## config.mk

```make
export PLATFORM = sky130hd
export DESIGN_NAME = fetch_sequencer_flat
export DESIGN_NICKNAME = d
export VERILOG_FILES = /design/src/rtl/fetch_sequencer_if.sv /design/src/rtl/fetch_sequencer.sv /design/src/flat_wrapper.sv
export SDC_FILE = /design/constraint.sdc
export NUM_CORES = 1
export LEC_CHECK = 0
export ABC_AREA = 1
export CORE_MARGIN = 2
export CORE_UTILIZATION = 35
export DETAILED_ROUTE_END_ITERATION = 8
export GPL_TIMING_DRIVEN = 0
export MAX_ROUTING_LAYER = met4
export PLACE_DENSITY = 0.74
export SYNTH_ARGS = -nofsm -noshare
export SYNTH_HDL_FRONTEND = slang
export SYNTH_SLANG_ARGS = --single-unit
```

## constraint.sdc

```tcl
create_clock -name clk -period 3.07 [get_ports clk]
set_input_delay 0.614 -clock clk [delete_from_list [all_inputs] [get_ports clk]]
set_output_delay 0.614 -clock clk [all_outputs]
set_load 0.03 [all_outputs]
```

## src/rtl/fetch_sequencer_if.sv

```systemverilog
// Fetch-side bus bundle: instruction memory request/ack and the valid/ready
// handoff of fetched words to decode.
interface fetch_sequencer_if;
    logic        imem_req;
    logic [31:0] imem_addr;
    logic        imem_ack;
    logic [31:0] imem_rdata;
    logic [31:0] ir_out;
    logic [31:0] ir_pc;
    logic        ir_valid;
    logic        ir_ready;

    modport master (
        output imem_req,
        output imem_addr,
        input  imem_ack,
        input  imem_rdata,
        output ir_out,
        output ir_pc,
        output ir_valid,
        input  ir_ready
    );

    modport slave (
        input  imem_req,
        input  imem_addr,
        output imem_ack,
        output imem_rdata,
        input  ir_out,
        input  ir_pc,
        input  ir_valid,
        output ir_ready
    );
endinterface

```

## src/rtl/fetch_sequencer.sv

```systemverilog
// Instruction-fetch controller: steers the PC register, runs the imem
// handshake, hands words to decode and arbitrates PC redirects.
//
// state   | meaning
// FETCH   | request outstanding at pc_cur, waiting for imem_ack
// HOLD    | fetched word presented to decode, waiting for ir_ready
// HALTED  | no fetching until halt drops or an interrupt is accepted
module fetch_sequencer (
    input  logic                     clk,
    input  logic                     rst,
    fetch_sequencer_if.master        bus,
    input  logic [31:0]              pc_cur,
    output logic                     pc_ld,
    output logic                     pc_inc,
    output logic [31:0]              pc_in,
    input  logic                     br_take,
    input  logic [31:0]              br_target,
    input  logic                     jmp_take,
    input  logic [31:0]              jmp_target,
    input  logic                     int_req,
    input  logic                     eret,
    input  logic                     halt,
    output logic                     int_ack,
    output logic [31:0]              epc,
    output logic                     int_en
);
    localparam logic [31:0] INT_VEC   = 32'h0000_0200;

    localparam logic [1:0]  ST_FETCH  = 2'd0;
    localparam logic [1:0]  ST_HOLD   = 2'd1;
    localparam logic [1:0]  ST_HALTED = 2'd2;

    logic [1:0] state;
    logic       active;
    logic       int_take;
    logic       eret_take;
    logic       jmp_sel;
    logic       br_sel;
    logic       redirect;
    logic       ack_seen;
    logic       xfer;

    // Only the interrupt may redirect out of HALTED; reset masks everything.
    always_comb begin
        active    = !rst && (state != ST_HALTED);
        int_take  = !rst && int_req && int_en;
        eret_take = active && eret && !int_take;
        jmp_sel   = active && jmp_take && !int_take && !eret;
        br_sel    = active && br_take && !int_take && !eret && !jmp_take;
        redirect  = int_take || eret_take || jmp_sel || br_sel;
        ack_seen  = bus.imem_req && bus.imem_ack;
        xfer      = (state == ST_HOLD) && bus.ir_valid && bus.ir_ready && !redirect;
    end

    always_comb begin
        pc_ld  = redirect;
        pc_inc = ack_seen && !redirect;
        pc_in  = 32'h0;
        if (int_take)       pc_in = INT_VEC;
        else if (eret_take) pc_in = epc;
        else if (jmp_sel)   pc_in = jmp_target;
        else if (br_sel)    pc_in = br_target;
    end

    assign bus.imem_req  = !rst && (state == ST_FETCH);
    assign bus.imem_addr = pc_cur;

    always_ff @(posedge clk) begin
        if (rst) begin
            state        <= ST_FETCH;
            bus.ir_out   <= 32'h0;
            bus.ir_pc    <= 32'h0;
            bus.ir_valid <= 1'b0;
            epc          <= 32'h0;
            int_ack      <= 1'b0;
            int_en       <= 1'b1;
        end else begin
            int_ack <= int_take;
            if (int_take) begin
                epc    <= (state == ST_HOLD) ? bus.ir_pc : pc_cur;
                int_en <= 1'b0;
            end else if (eret_take) begin
                int_en <= 1'b1;
            end

            // A redirect squashes whatever word is in flight or held.
            if (redirect) begin
                state        <= ST_FETCH;
                bus.ir_valid <= 1'b0;
            end else begin
                case (state)
                    ST_FETCH: begin
                        if (ack_seen) begin
                            bus.ir_out   <= bus.imem_rdata;
                            bus.ir_pc    <= pc_cur;
                            bus.ir_valid <= 1'b1;
                            state        <= ST_HOLD;
                        end else if (halt) begin
                            state <= ST_HALTED;
                        end
                    end
                    ST_HOLD: begin
                        if (xfer) begin
                            bus.ir_valid <= 1'b0;
                            state        <= ST_FETCH;
                        end
                    end
                    ST_HALTED: begin
                        if (!halt) state <= ST_FETCH;
                    end
                    default: state <= ST_FETCH;
                endcase
            end
        end
    end
endmodule
```

## src/flat_wrapper.sv

```systemverilog
// flat-port wrapper written by rule: the top's interface ports become plain ports
module fetch_sequencer_flat 
  (clk, rst, pc_cur, pc_ld, pc_inc, pc_in, br_take, br_target, jmp_take, jmp_target, int_req, eret, halt, int_ack, epc, int_en, bus_imem_req, bus_imem_addr, bus_imem_ack, bus_imem_rdata, bus_ir_out, bus_ir_pc, bus_ir_valid, bus_ir_ready);
  fetch_sequencer_if bus_i ();
  input  logic clk;
  input  logic rst;
  input  logic [31:0] pc_cur;
  output logic pc_ld;
  output logic pc_inc;
  output logic [31:0] pc_in;
  input  logic br_take;
  input  logic [31:0] br_target;
  input  logic jmp_take;
  input  logic [31:0] jmp_target;
  input  logic int_req;
  input  logic eret;
  input  logic halt;
  output logic int_ack;
  output logic [31:0] epc;
  output logic int_en;
  output wire logic [$bits(bus_i.imem_req)-1:0] bus_imem_req;
  output wire logic [$bits(bus_i.imem_addr)-1:0] bus_imem_addr;
  input wire logic [$bits(bus_i.imem_ack)-1:0] bus_imem_ack;
  input wire logic [$bits(bus_i.imem_rdata)-1:0] bus_imem_rdata;
  output wire logic [$bits(bus_i.ir_out)-1:0] bus_ir_out;
  output wire logic [$bits(bus_i.ir_pc)-1:0] bus_ir_pc;
  output wire logic [$bits(bus_i.ir_valid)-1:0] bus_ir_valid;
  input wire logic [$bits(bus_i.ir_ready)-1:0] bus_ir_ready;
  assign bus_imem_req = bus_i.imem_req;
  assign bus_imem_addr = bus_i.imem_addr;
  assign bus_i.imem_ack = bus_imem_ack;
  assign bus_i.imem_rdata = bus_imem_rdata;
  assign bus_ir_out = bus_i.ir_out;
  assign bus_ir_pc = bus_i.ir_pc;
  assign bus_ir_valid = bus_i.ir_valid;
  assign bus_i.ir_ready = bus_ir_ready;
  fetch_sequencer u_core (.clk(clk), .rst(rst), .bus(bus_i), .pc_cur(pc_cur), .pc_ld(pc_ld), .pc_inc(pc_inc), .pc_in(pc_in), .br_take(br_take), .br_target(br_target), .jmp_take(jmp_take), .jmp_target(jmp_target), .int_req(int_req), .eret(eret), .halt(halt), .int_ack(int_ack), .epc(epc), .int_en(int_en));
endmodule
```

==> metrics.md, run 1 <==
| Metric | Value |
|---|---|
| Final design utilization | 59.2% |
| CTS tree | yes |
| Post-DP HPWL | 15200 um |
| Gr ovfl total | 0 |
| Data required time of the worst path | 2.46 ns |
| Crit path DAT | 2.33 ns |
| Logic gate share of total power | 31.2% |
| YS warnings | 0 |
| Final net count | 1222 |
| Worst slack at placement | -0.652 ns |
| Peak Freq | 339 MHz |
| First-pass GRT wire length | 30700 um |
| Post-DRT Antenna Nets | 0 |
| Reg clk slew, reported paths | 0.06 ns |
| Mux cell area share after synthesis | 0% |
| Peak supply drop | 0.279 mV |
| Gpl congestion | 0.850 |
| Filler instances | 1380 |
| Post-Synth Simple-Gate Area | 31.7% |
| Root Buffer | clkbuf_16 |
| Pwr Density | 437 nW/um2 |
| Core Area | 14400 um2 |
| DRC | 0 |
| # IOs | 303 |
| Port Buf Inserts | 301 |
| CP peak stage delay | 0.41 ns |
| Die area | 15600 um2 |
| Final Hold Vio Count | 0 |
| Commonest cells after routing, fill and taps aside | clkdlybuf4s50_1, nand2_1, nor2_1 |
| Vias in the first global route | 5785 |
| H-Tree Depth | 3 |
| Die H | 125 um |
| Psw | 1.21 mW |
| Critical path, cell by cell | clkdlybuf4s50_1 > nand2_2 > nor2_8 > nor2_4 > and2_0 > buf_2 > buf_4 > nand2_1 > o211ai_1 > clkdlybuf4s15_2 |
| RSZ-0062 raised after global routing | yes |
| Max capacitance violation total | 0 |
| Initial antenna violation count | 0 |
| Final Skew | 0.00390 ns |
| Compound-Gate Fraction of Synth Area | 13.1% |
| CP startpoint | int_req |
| Min Tclk post-route | 2.95 ns |
| Fin crit share | 96.0% |
| Status | complete, no violations |
| Seq pwr share | 38.7% |
| # diodes | 0 |
| Total wire length | 19600 um |
| CP Launch Type | input pin |
| Final cell count without fillers | 1273 |
| Worst Path Max Fanout | 10 |
| Worst slew margin | 59.3% |
| Pre-antenna DRT Iters | 5 |
| Crit path kind | in -> out |
| Initial drt markers | 349 |
| # rows | 44 |
| Net switching fraction of the power | 32.3% |
| CP endpoint kind | output pin |
| Synthesized area per cell | 6.63 um2 |
| Leakage | 3.75 nW |
| Max Slew Vio Count | 0 |
| Synthesized flop and latch total | 101 |
| Largest net degree at the start of global routing | 16 |
| Worst Tran Pin Value | 0.610 ns |
| Clk sink count | 101 |
| Num CTS Buffers | 9 |
| Sequential element share of the synthesized area | 39.5% |
| Synth Area in XOR/XNOR | 0% |
| Share of cells above drive strength 1 | 11.2% |
| Post-Synthesis Cell Area | 5120 um2 |
| Post-synth net total | 909 |
| Initial core utilization | 35.5% |
| Largest family of logic cells by synthesized area | simple AND/OR/NAND/NOR gates |
| Clk pwr share | 30.1% |
| Fin area | 8540 um2 |
| Worst R2R Start | u_core.state[1]$_SDFFE_PP0P_ |
| Cell variety after synth | 20 |
| DR vias | 5935 |
| Post-synthesis instance total | 772 |
| Final Worst Setup Slack | 0.122 ns |
| Overall global routing resource usage | 25.3% |
| CTS Hold Bufs | 0 |
| Placed insts | 1257 |
| Worst-skew pair later-pin latency | 0.35 ns |
| Critical path's slowest cell | clkdlybuf4s50_1 |
| Final setup fails | 0 |
| Adder-cell share of the synthesized area | 0% |
| Pint | 2.53 mW |
| Die width | 125 um |
| Hold_sp | u_core.epc[28]$_SDFFE_PP0N_ |
| HP Class | reg -> reg |
| Routed len/inst | 15.4 um |
| Drt via density | 4.66 |
| Placed cell areas | 8360 um2 |
| P&R area growth vs syn | 66.9% |
| Most common cell after layout, fill and taps aside | clkdlybuf4s50_1 |
| WHS | 0.495 ns |
| Max clock buf depth | 2 |
-- power by group through the flow --
stage	Clock [mW]	Sequential (mW)	Combinational [mW]
floorplan	0	1.64	0.443
finish	1.12	1.44	1.17
CTS	1.14	1.44	1.18
detailed placement	0	1.47	1.18
global placement	0	1.47	1.17
global route	1.20	1.45	1.25
-- through the flow --
stage,TNS [ns],power (mW)
final,0,3.73
after global routing,-0.00803,3.90
after CTS,0,3.76
after detailed placement,-15.72,2.65
after global placement,-16.23,2.64
after floorplan,0,2.09
-- routing by layer --
| layer | part of all wire, % | vias up | global-route usage (%) |
|---|---|---|---|
| met3 | 5.7 | 36 | 3.95 |
| met2 | 48 | 217 | 40.7 |
| met4 | 2.7 | 0 | 8.82 |
| met1 | 44 | 2664 | 32.5 |
| met5 | 0 | - | - |
| li1 | - | 3018 | - |
-- flip-flops by register name, summed over array words and instances, names as in the netlist --
register             count
u_core.int_en            1
u_core.bus.ir_valid      1
u_core.epc              32
u_core.int_ack           1
u_core.bus.ir_pc        32
u_core.state             2
u_core.bus.ir_out       32
-- Yosys cell counts (all sizes together) --
cell,n,area (um2)
or2,1,6.26
dfxtp,101,2020
nor2,138,542
nand2,237,890
nand3,35,180
o2111ai,1,8.76
o211ai,64,480
inv,76,285
clkbuf,24,90.1
o21ai,1,8.76
and2,1,6.26
a21oi,34,170
buf,59,427
-- critical path, delay by kind of cell --
kind | cells | cell delay [ns]
AO/OA/AOI/OAI | 1 | 0.07
buffers and inverters | 4 | 1.08
AND/OR/NAND/NOR | 5 | 0.56
-- logic make-up (layout without fill, tap and decap cells) --
group / Yosys count / after routing
and+or+nand+nor: 412 / 412
DFF: 101 / 101
AOI/OAI and AO/OA: 100 / 100
buffers and inverters: 159 / 476
-- what timing repair did --
action	in CTS	in global routing
hold endpoints to repair	0	0
endpoints found under the setup margin	34	31
buffers inserted	1	1
resized for setup	128	42
pin swaps	1	1
-- layout make-up --
cell class	instances	area, um2	share of cell area (%)
multi-input combinational	512	2300	27.0
tap	184	230	2.70
clock inverter	5	52.6	0.615
sequential	101	2020	23.7
clock buffer	10	229	2.68
buffer	82	532	6.23
timing repair buffer	303	2890	33.8
inverter	76	285	3.34
-- final timing paths --
kind,depth (start not counted),slack [ns],to
worst max-delay path,10,0.12,pc_in[2]
worst min-delay path,2,0.50,u_core.epc[28]$_SDFFE_PP0N_
worst max register to register,8,1.22,u_core.epc[19]$_SDFFE_PP0N_
worst min register to register,2,0.50,u_core.epc[28]$_SDFFE_PP0N_
Power figures use the tool's default switching activity.
==> inputs of run 2 (changes only) <==
CELL_PAD_IN_SITES_DETAIL_PLACEMENT = 1   (was unset)
CELL_PAD_IN_SITES_GLOBAL_PLACEMENT = 1   (was unset)
CORE_UTILIZATION = 27   (was 35)
GPL_TIMING_DRIVEN = unset   (was 0)
PLACE_DENSITY = 0.85   (was 0.74)
SKIP_CTS_REPAIR_TIMING = 1   (was unset)
==> run 2 against run 1 <==
  * Sequential power barely moved
  * Critical endpoint is now pc_in[4]
  * Core utilization fell by 14 points
  * Clock power rose by 4%
  * Global-route usage fell by 4.0 points
  * Cell area fell by 2.3%
==> metrics.md, run 2 (same netlist as run 1, synthesis figures left out) <==
| Metric | Value |
|---|---|
| Total power | 3.76 mW (+0.57%) |
| Num CTS Buffers | 9 (unchanged) |
| Placed cell areas | 8050 um2 (-3.8%) |
| Vias in the first global route | 5958 (+3.0%) |
| Worst reg2reg path depth | 7 (-1) |
| Worst Tran Pin Value | 1.00 ns (+0.394 ns) |
| Final design utilization | 44.7% (-14 points) |
| Hold_sp | u_core.epc[22]$_SDFFE_PP0N_ |
| Clk sink count | 101 (unchanged) |
| Gr ovfl total | 0 (unchanged) |
| CP Launch Type | input pin |
| Hold path cells | 2 (unchanged) |
| Max capacitance violation total | 0 (unchanged) |
| CP endpoint kind | output pin |
| Final Worst Setup Slack | 0.165 ns (+0.0431 ns) |
| Logic gate share of total power | 30.6% (-0.6 points) |
| # IOs | 303 (unchanged) |
| Peak Freq | 344 MHz (+1.5%) |
| Post-DP HPWL | 15900 um (+4.4%) |
| Pwr Density | 450 nW/um2 (+3.0%) |
| Root Buffer | clkbuf_16 |
| P&R area growth vs syn | 63.0% |
| Port Buf Inserts | 302 (+0.33%) |
| Initial core utilization | 27.4% (-8.0 points) |
| Pre-antenna DRT Iters | 4 (-1) |
| Pint | 2.54 mW (+0.35%) |
| Share of cells above drive strength 1 | 7.70% (-3.5 points) |
| Final cell count without fillers | 1260 (-1.0%) |
| Max Slew Vio Count | 0 (unchanged) |
| R2r setup slk | 1.15 ns (-0.07 ns) |
| WHS | 0.497 ns (+0.00115 ns) |
| Worst R2R Start | u_core.state[1]$_SDFFE_PP0P_ |
| Crit path kind | in -> out |
| RSZ-0062 raised after global routing | no |
| Net switching fraction of the power | 32.4% (+0.14 points) |
| DR vias | 5841 (-1.6%) |
| Final Skew | 0.00808 ns (+0.00419 ns) |
| Post-DRT Antenna Nets | 0 (unchanged) |
| Status | complete, no violations |
| CTS tree | yes |
| Overall global routing resource usage | 21.3% (-4.0 points) |
| Fin crit share | 94.6% (-1.4 points) |
| DRC | 0 (unchanged) |
| Gpl congestion | 0.829 (-2.4%) |
| Final net count | 1158 (-5.2%) |
| Worst slack at placement | 0.153 ns (+0.806 ns) |
| Top Registers | u_core.bus.ir_out: 32 flops, u_core.bus.ir_pc: 32 flops, u_core.epc: 32 flops |
| Die width | 142 um (+13%) |
| Total wire length | 20900 um (+6.5%) |
| Leakage | 3.54 nW (-5.7%) |
| Setup TNS | 0 ns (unchanged) |
| H-Tree Depth | 3 (unchanged) |
| Fin area | 8340 um2 (-2.3%) |
| Final Hold Vio Count | 0 (unchanged) |
| Worst Path Max Fanout | 13 (+3) |
| Seq pwr share | 38.4% (-0.3 points) |
| Max clock buf depth | 2 (unchanged) |
| Clk pwr share | 31.0% (+0.9 points) |
| Drt via density | 4.64 (-0.57%) |
| Most common cell after layout, fill and taps aside | clkdlybuf4s50_1 |
| Core Area | 18600 um2 (+29%) |
| Initial antenna violation count | 0 (unchanged) |
| Psw | 1.22 mW (+1.0%) |
| Min Tclk post-route | 2.90 ns (-0.0431 ns) |
| HP Class | reg -> reg |
| CP startpoint | eret |
| Worst slew margin | 33.0% (-26 points) |
| # diodes | 0 (unchanged) |
| # rows | 50 (+14%) |
| Placed insts | 1244 (-1.0%) |
| Worst-skew pair later-pin latency | 0.34 ns (about the same) |
| Reg clk slew, reported paths | 0.07 ns (about the same) |
| Largest net degree at the start of global routing | 103 (+87) |
| Initial drt markers | 202 (-42%) |
| Peak supply drop | 0.233 mV (-16%) |
| Die H | 142 um (+13%) |
| Final setup fails | 0 (unchanged) |
| Routed len/inst | 16.6 um (+7.6%) |
| Crit path DAT | 2.29 ns (-0.04 ns) |
| Data required time of the worst path | 2.46 ns (about the same) |
| Commonest cells after routing, fill and taps aside | clkdlybuf4s50_1, nand2_1, nor2_1 |
| First-pass GRT wire length | 32300 um (+4.9%) |
| Die area | 20100 um2 (+29%) |
## run 2: worst paths after layout
path,endpoint
worst max-delay path,pc_in[4]
worst min-delay path,u_core.epc[22]$_SDFFE_PP0N_
worst max register to register,u_core.epc[25]$_SDFFE_PP0N_
worst min register to register,u_core.epc[22]$_SDFFE_PP0N_
## run 2: worst max-delay path, cell delays in order
cell             delay [ns]
clkdlybuf4s50_1        0.52
inv_2                  0.08
nand2_1                0.05
nor2_1                 0.17
and2_1                 0.24
buf_4                  0.24
nand2_1                0.09
o211ai_1               0.09
buf_4                  0.19
## run 2: power groups by stage
stage	logic (mW)	clock network [mW]	registers, mW
after floorplan	0.443	0	1.64
after global placement	1.14	0	1.47
after detailed placement	1.15	0	1.47
after CTS	1.16	1.21	1.44
after global routing	1.24	1.26	1.45
final	1.15	1.16	1.44
## run 2: metal layers
metal | global-route usage [%] | vias to the layer above | part of all wire (%)
li1 | - | 2884 | -
met1 | 24.8 | 2750 | 42
met2 | 36.7 | 181 | 49
met3 | 4.45 | 26 | 6.4
met4 | 6.84 | 0 | 2.3
met5 | - | - | 0
## run 2: layout make-up
cell class | count | area [um2]
inverters | 76 | 285
clock buffers | 12 | 246
well taps | 234 | 293
clock inverters | 4 | 47.5
flip-flops and latches | 101 | 2020
multi-input cells | 512 | 2310
repair buffers | 321 | 3140
fillers | 2373 | 10300
==> inputs of run 3 (changes only) <==
ABC_AREA = unset   (was 1)
CORE_UTILIZATION = 30   (was 27)
==> run 3 against run 2 <==
  * Via count is 13% lower
  * First-iteration DRC count is 11% lower
  * Global-route usage is 1.0 points lower
  * Clock-buffer cell count stayed put
  * Core utilization is 3.2 points higher
==> metrics.md, run 3 <==
| Metric | Value |
|---|---|
| FF-to-FF End | u_core.bus.ir_out[8]$_SDFFE_PP0P_ |
| Drt via density | 4.83 (+4.1%) |
| HP Class | reg -> reg |
| Reg clk slew, reported paths | 0.07 ns (about the same) |
| Seq pwr share | 41.9% (+3.5 points) |
| Clk sink count | 101 (unchanged) |
| Routed len/inst | 18.5 um (+12%) |
| P&R area growth vs syn | 57.8% |
| Net switching fraction of the power | 29.3% (-3.1 points) |
| Logic gate share of total power | 25.8% (-4.8 points) |
| Total wire length | 19400 um (-6.8%) |
| Crit path depth | 6 (-3) |
| Synthesized flop and latch total | 101 (unchanged) |
| WHS | 0.475 ns (-0.0220 ns) |
| Worst slack at placement | 0.0420 ns (-0.111 ns) |
| Overall global routing resource usage | 20.2% (-1.0 points) |
| Top Registers | u_core.bus.ir_out: 32 flops, u_core.bus.ir_pc: 32 flops, u_core.epc: 32 flops |
| EDFF count, synth | 0 (unchanged) |
| H-Tree Depth | 3 (unchanged) |
| Max capacitance violation total | 0 (unchanged) |
| Initial drt markers | 180 (-11%) |
| Initial core utilization | 30.4% (+3.0 points) |
| Most used flip-flop cell after synthesis | dfxtp_1 |
| Pwr Density | 393 nW/um2 (-13%) |
| Final setup fails | 0 (unchanged) |
| Num CTS Buffers | 9 (unchanged) |
| Most common cell after layout, fill and taps aside | clkdlybuf4s50_1 |
| Post-synthesis instance total | 568 (-26%) |
| Setup crit end | pc_in[15] |
| Initial antenna violation count | 0 (unchanged) |
| CP endpoint kind | output pin |
| Gpl congestion | 0.792 (-4.5%) |
| Data required time of the worst path | 2.46 ns (about the same) |
| Fin crit share | 96.5% (+1.9 points) |
| Critical path's slowest cell | clkdlybuf4s50_1 |
| Die area | 19200 um2 (-4.5%) |
| Max clock buf depth | 2 (unchanged) |
| Pint | 2.38 mW (-6.4%) |
| Worst slew margin | 55.9% (+23 points) |
| Leakage | 3.22 nW (-8.9%) |
| Vias in the first global route | 5286 (-11%) |
| R2r setup slk | 1.32 ns (+0.17 ns) |
| CP peak stage delay | 0.45 ns (-0.07 ns) |
| CP startpoint | int_req |
| YS warnings | 0 (unchanged) |
| # diodes | 0 (unchanged) |
| Post-DP HPWL | 14900 um (-6.2%) |
| Largest net degree at the start of global routing | 86 (-17%) |
| Gr ovfl total | 0 (unchanged) |
| Die width | 138 um (-2.3%) |
| Synthesized area per cell | 9.55 um2 (+44%) |
| Worst Tran Pin Value | 0.661 ns (-0.342 ns) |
| Cell variety after synth | 32 (+60%) |
| Most used cell, CP | buf_4 |
| Worst Path Max Fanout | 14 (+1) |
| Most common cell in the synthesized netlist | nand2b_1 |
| Share of cells above drive strength 1 | 9.28% (+1.6 points) |
| Most frequent cells after synthesis | nand2b_1, dfxtp_1, mux2i_1 |
| DRC | 0 (unchanged) |
| Min Tclk post-route | 2.96 ns (+0.0577 ns) |
| Core Area | 17800 um2 (-4.3%) |
| CTS tree | yes |
| Critical path, cell by cell | clkdlybuf4s50_1 > a21o_1 > or3_1 > buf_4 > o2bb2ai_2 > buf_4 |
| Buf/Inv on CP | 3 (-1) |
| Final net count | 952 (-18%) |
| Worst R2R Start | u_core.state[0]$_SDFFE_PP0P_ |
| RSZ-0062 raised after global routing | no |
| Worst reg2reg path depth | 4 (-3) |
| First-pass GRT wire length | 29900 um (-7.4%) |
| Synth area leader | dfxtp_1 |
| Pre-antenna DRT Iters | 4 (unchanged) |
| Final Worst Setup Slack | 0.107 ns (-0.0577 ns) |
| Max Slew Vio Count | 0 (unchanged) |
| Final Hold Vio Count | 0 (unchanged) |
| Port Buf Inserts | 302 (unchanged) |
| Status | complete, no violations |
| Sequential element share of the synthesized area | 37.3% (-2.2 points) |
| Post-Synthesis Cell Area | 5420 um2 (+6.0%) |
| CP Launch Type | input pin |
| Setup TNS | 0 ns (unchanged) |
| DR vias | 5059 (-13%) |
| Die H | 138 um (-2.3%) |
| Commonest cells after routing, fill and taps aside | clkdlybuf4s50_1, nand2b_1, dfxtp_1 |
| Post-synth top area share | 37.3% (-2.2 points) |
| Worst-skew pair later-pin latency | 0.35 ns (about the same) |
| # rows | 49 (-2.0%) |
| # IOs | 303 (unchanged) |
| Clk pwr share | 32.2% (+1.2 points) |
| Largest cells by area after synthesis | dfxtp_1, mux2i_1, nand2b_1 |
| Post-synth net total | 705 (-22%) |
| Peak supply drop | 0.305 mV (+31%) |
| Psw | 986 uW (-19%) |
| Root Buffer | clkbuf_16 |
| Crit path kind | in -> out |
| Peak Freq | 338 MHz (-1.9%) |
| Crit path DAT | 2.35 ns (+0.06 ns) |
| Async set-or-reset flop fraction in the synthesized netlist | 0% (unchanged) |
| Post-DRT Antenna Nets | 0 (unchanged) |
| Final Skew | 0.00670 ns (-0.00139 ns) |
| Delay-heaviest family, CP | buffers and inverters |
run 3: changes by cell type after synthesis, sizes merged, moves of 10 or more:
cell,delta
clkbuf,+10
o211ai,-64
nand2,-236
inv,-75
nor2,-104
o2bb2ai,+31
nand3,-34
a211oi,+32
nand2b,+130
a21oi,-29
mux2i,+96
a22oi,+31
run 3: power by group through the flow:
stage | logic, mW | clock network (mW) | registers, mW
floorplan | 0.364 | 0 | 1.52
global placement | 0.860 | 0 | 1.44
detailed placement | 0.874 | 0 | 1.44
CTS | 0.876 | 1.12 | 1.41
global route | 0.922 | 1.18 | 1.42
finish | 0.868 | 1.08 | 1.41
run 3: per-stage QoR:
stage	util [%]	cell area [um2]	cells	power [mW]
finish	48.0	8560	1048	3.36
global route	48.0	8560	1048	3.52
CTS	47.9	8550	1048	3.41
detailed placement	46.4	8270	1033	2.31
global placement	46.4	8270	1033	2.30
floorplan	-	5420	568	1.89
run 3: cells by family (layout without fill, tap and decap cells):
family / after synthesis / after routing / share of synthesized area, %
and+or+nand+nor: 181 / 181 / 19.4
AOI/OAI and AO/OA: 104 / 104 / 15.0
muxes: 96 / 96 / 17.7
buffers and inverters: 86 / 337 / 10.6
DFF: 101 / 101 / 37.3
run 3: area by class of cell:
class / count / area [um2]
fill: 2020 / 9290
timing repair buffer: 321 / 3110
multi-input combinational: 381 / 2860
sequential: 101 / 2020
tap: 229 / 287
clock buffer: 12 / 256
clock inverter: 3 / 21.3
inverter: 1 / 3.75
run 3: worst register-to-register path: stages, from the launching register on:
cell and delay (ns):
dfxtp_1 0.39, or3b_1 0.46, nor3_4 0.25, buf_12 0.30, mux2i_1 0.28
run 3: worst min path at each step:
stage,end,start,cells past startpoint
global route,u_core.bus.ir_out[13]$_SDFFE_PP0P_,u_core.bus.ir_out[13]$_SDFFE_PP0P_,2
CTS,u_core.bus.ir_out[1]$_SDFFE_PP0P_,u_core.bus.ir_out[1]$_SDFFE_PP0P_,2
finish,u_core.bus.ir_out[11]$_SDFFE_PP0P_,u_core.bus.ir_out[11]$_SDFFE_PP0P_,2
floorplan,u_core.state[0]$_SDFFE_PP0P_,u_core.state[1]$_SDFFE_PP0P_,1
detailed placement,u_core.bus.ir_out[23]$_SDFFE_PP0P_,u_core.bus.ir_out[23]$_SDFFE_PP0P_,2
global placement,u_core.bus.ir_out[5]$_SDFFE_PP0P_,u_core.bus.ir_out[5]$_SDFFE_PP0P_,2
run 3: metal layers:
layer,share of wire [%],vias up,global-route usage [%]
li1,-,2453,-
met4,0.98,0,4.14
met5,0,-,-
met3,4.8,12,4.12
met2,49,166,34.3
met1,45,2428,25.1
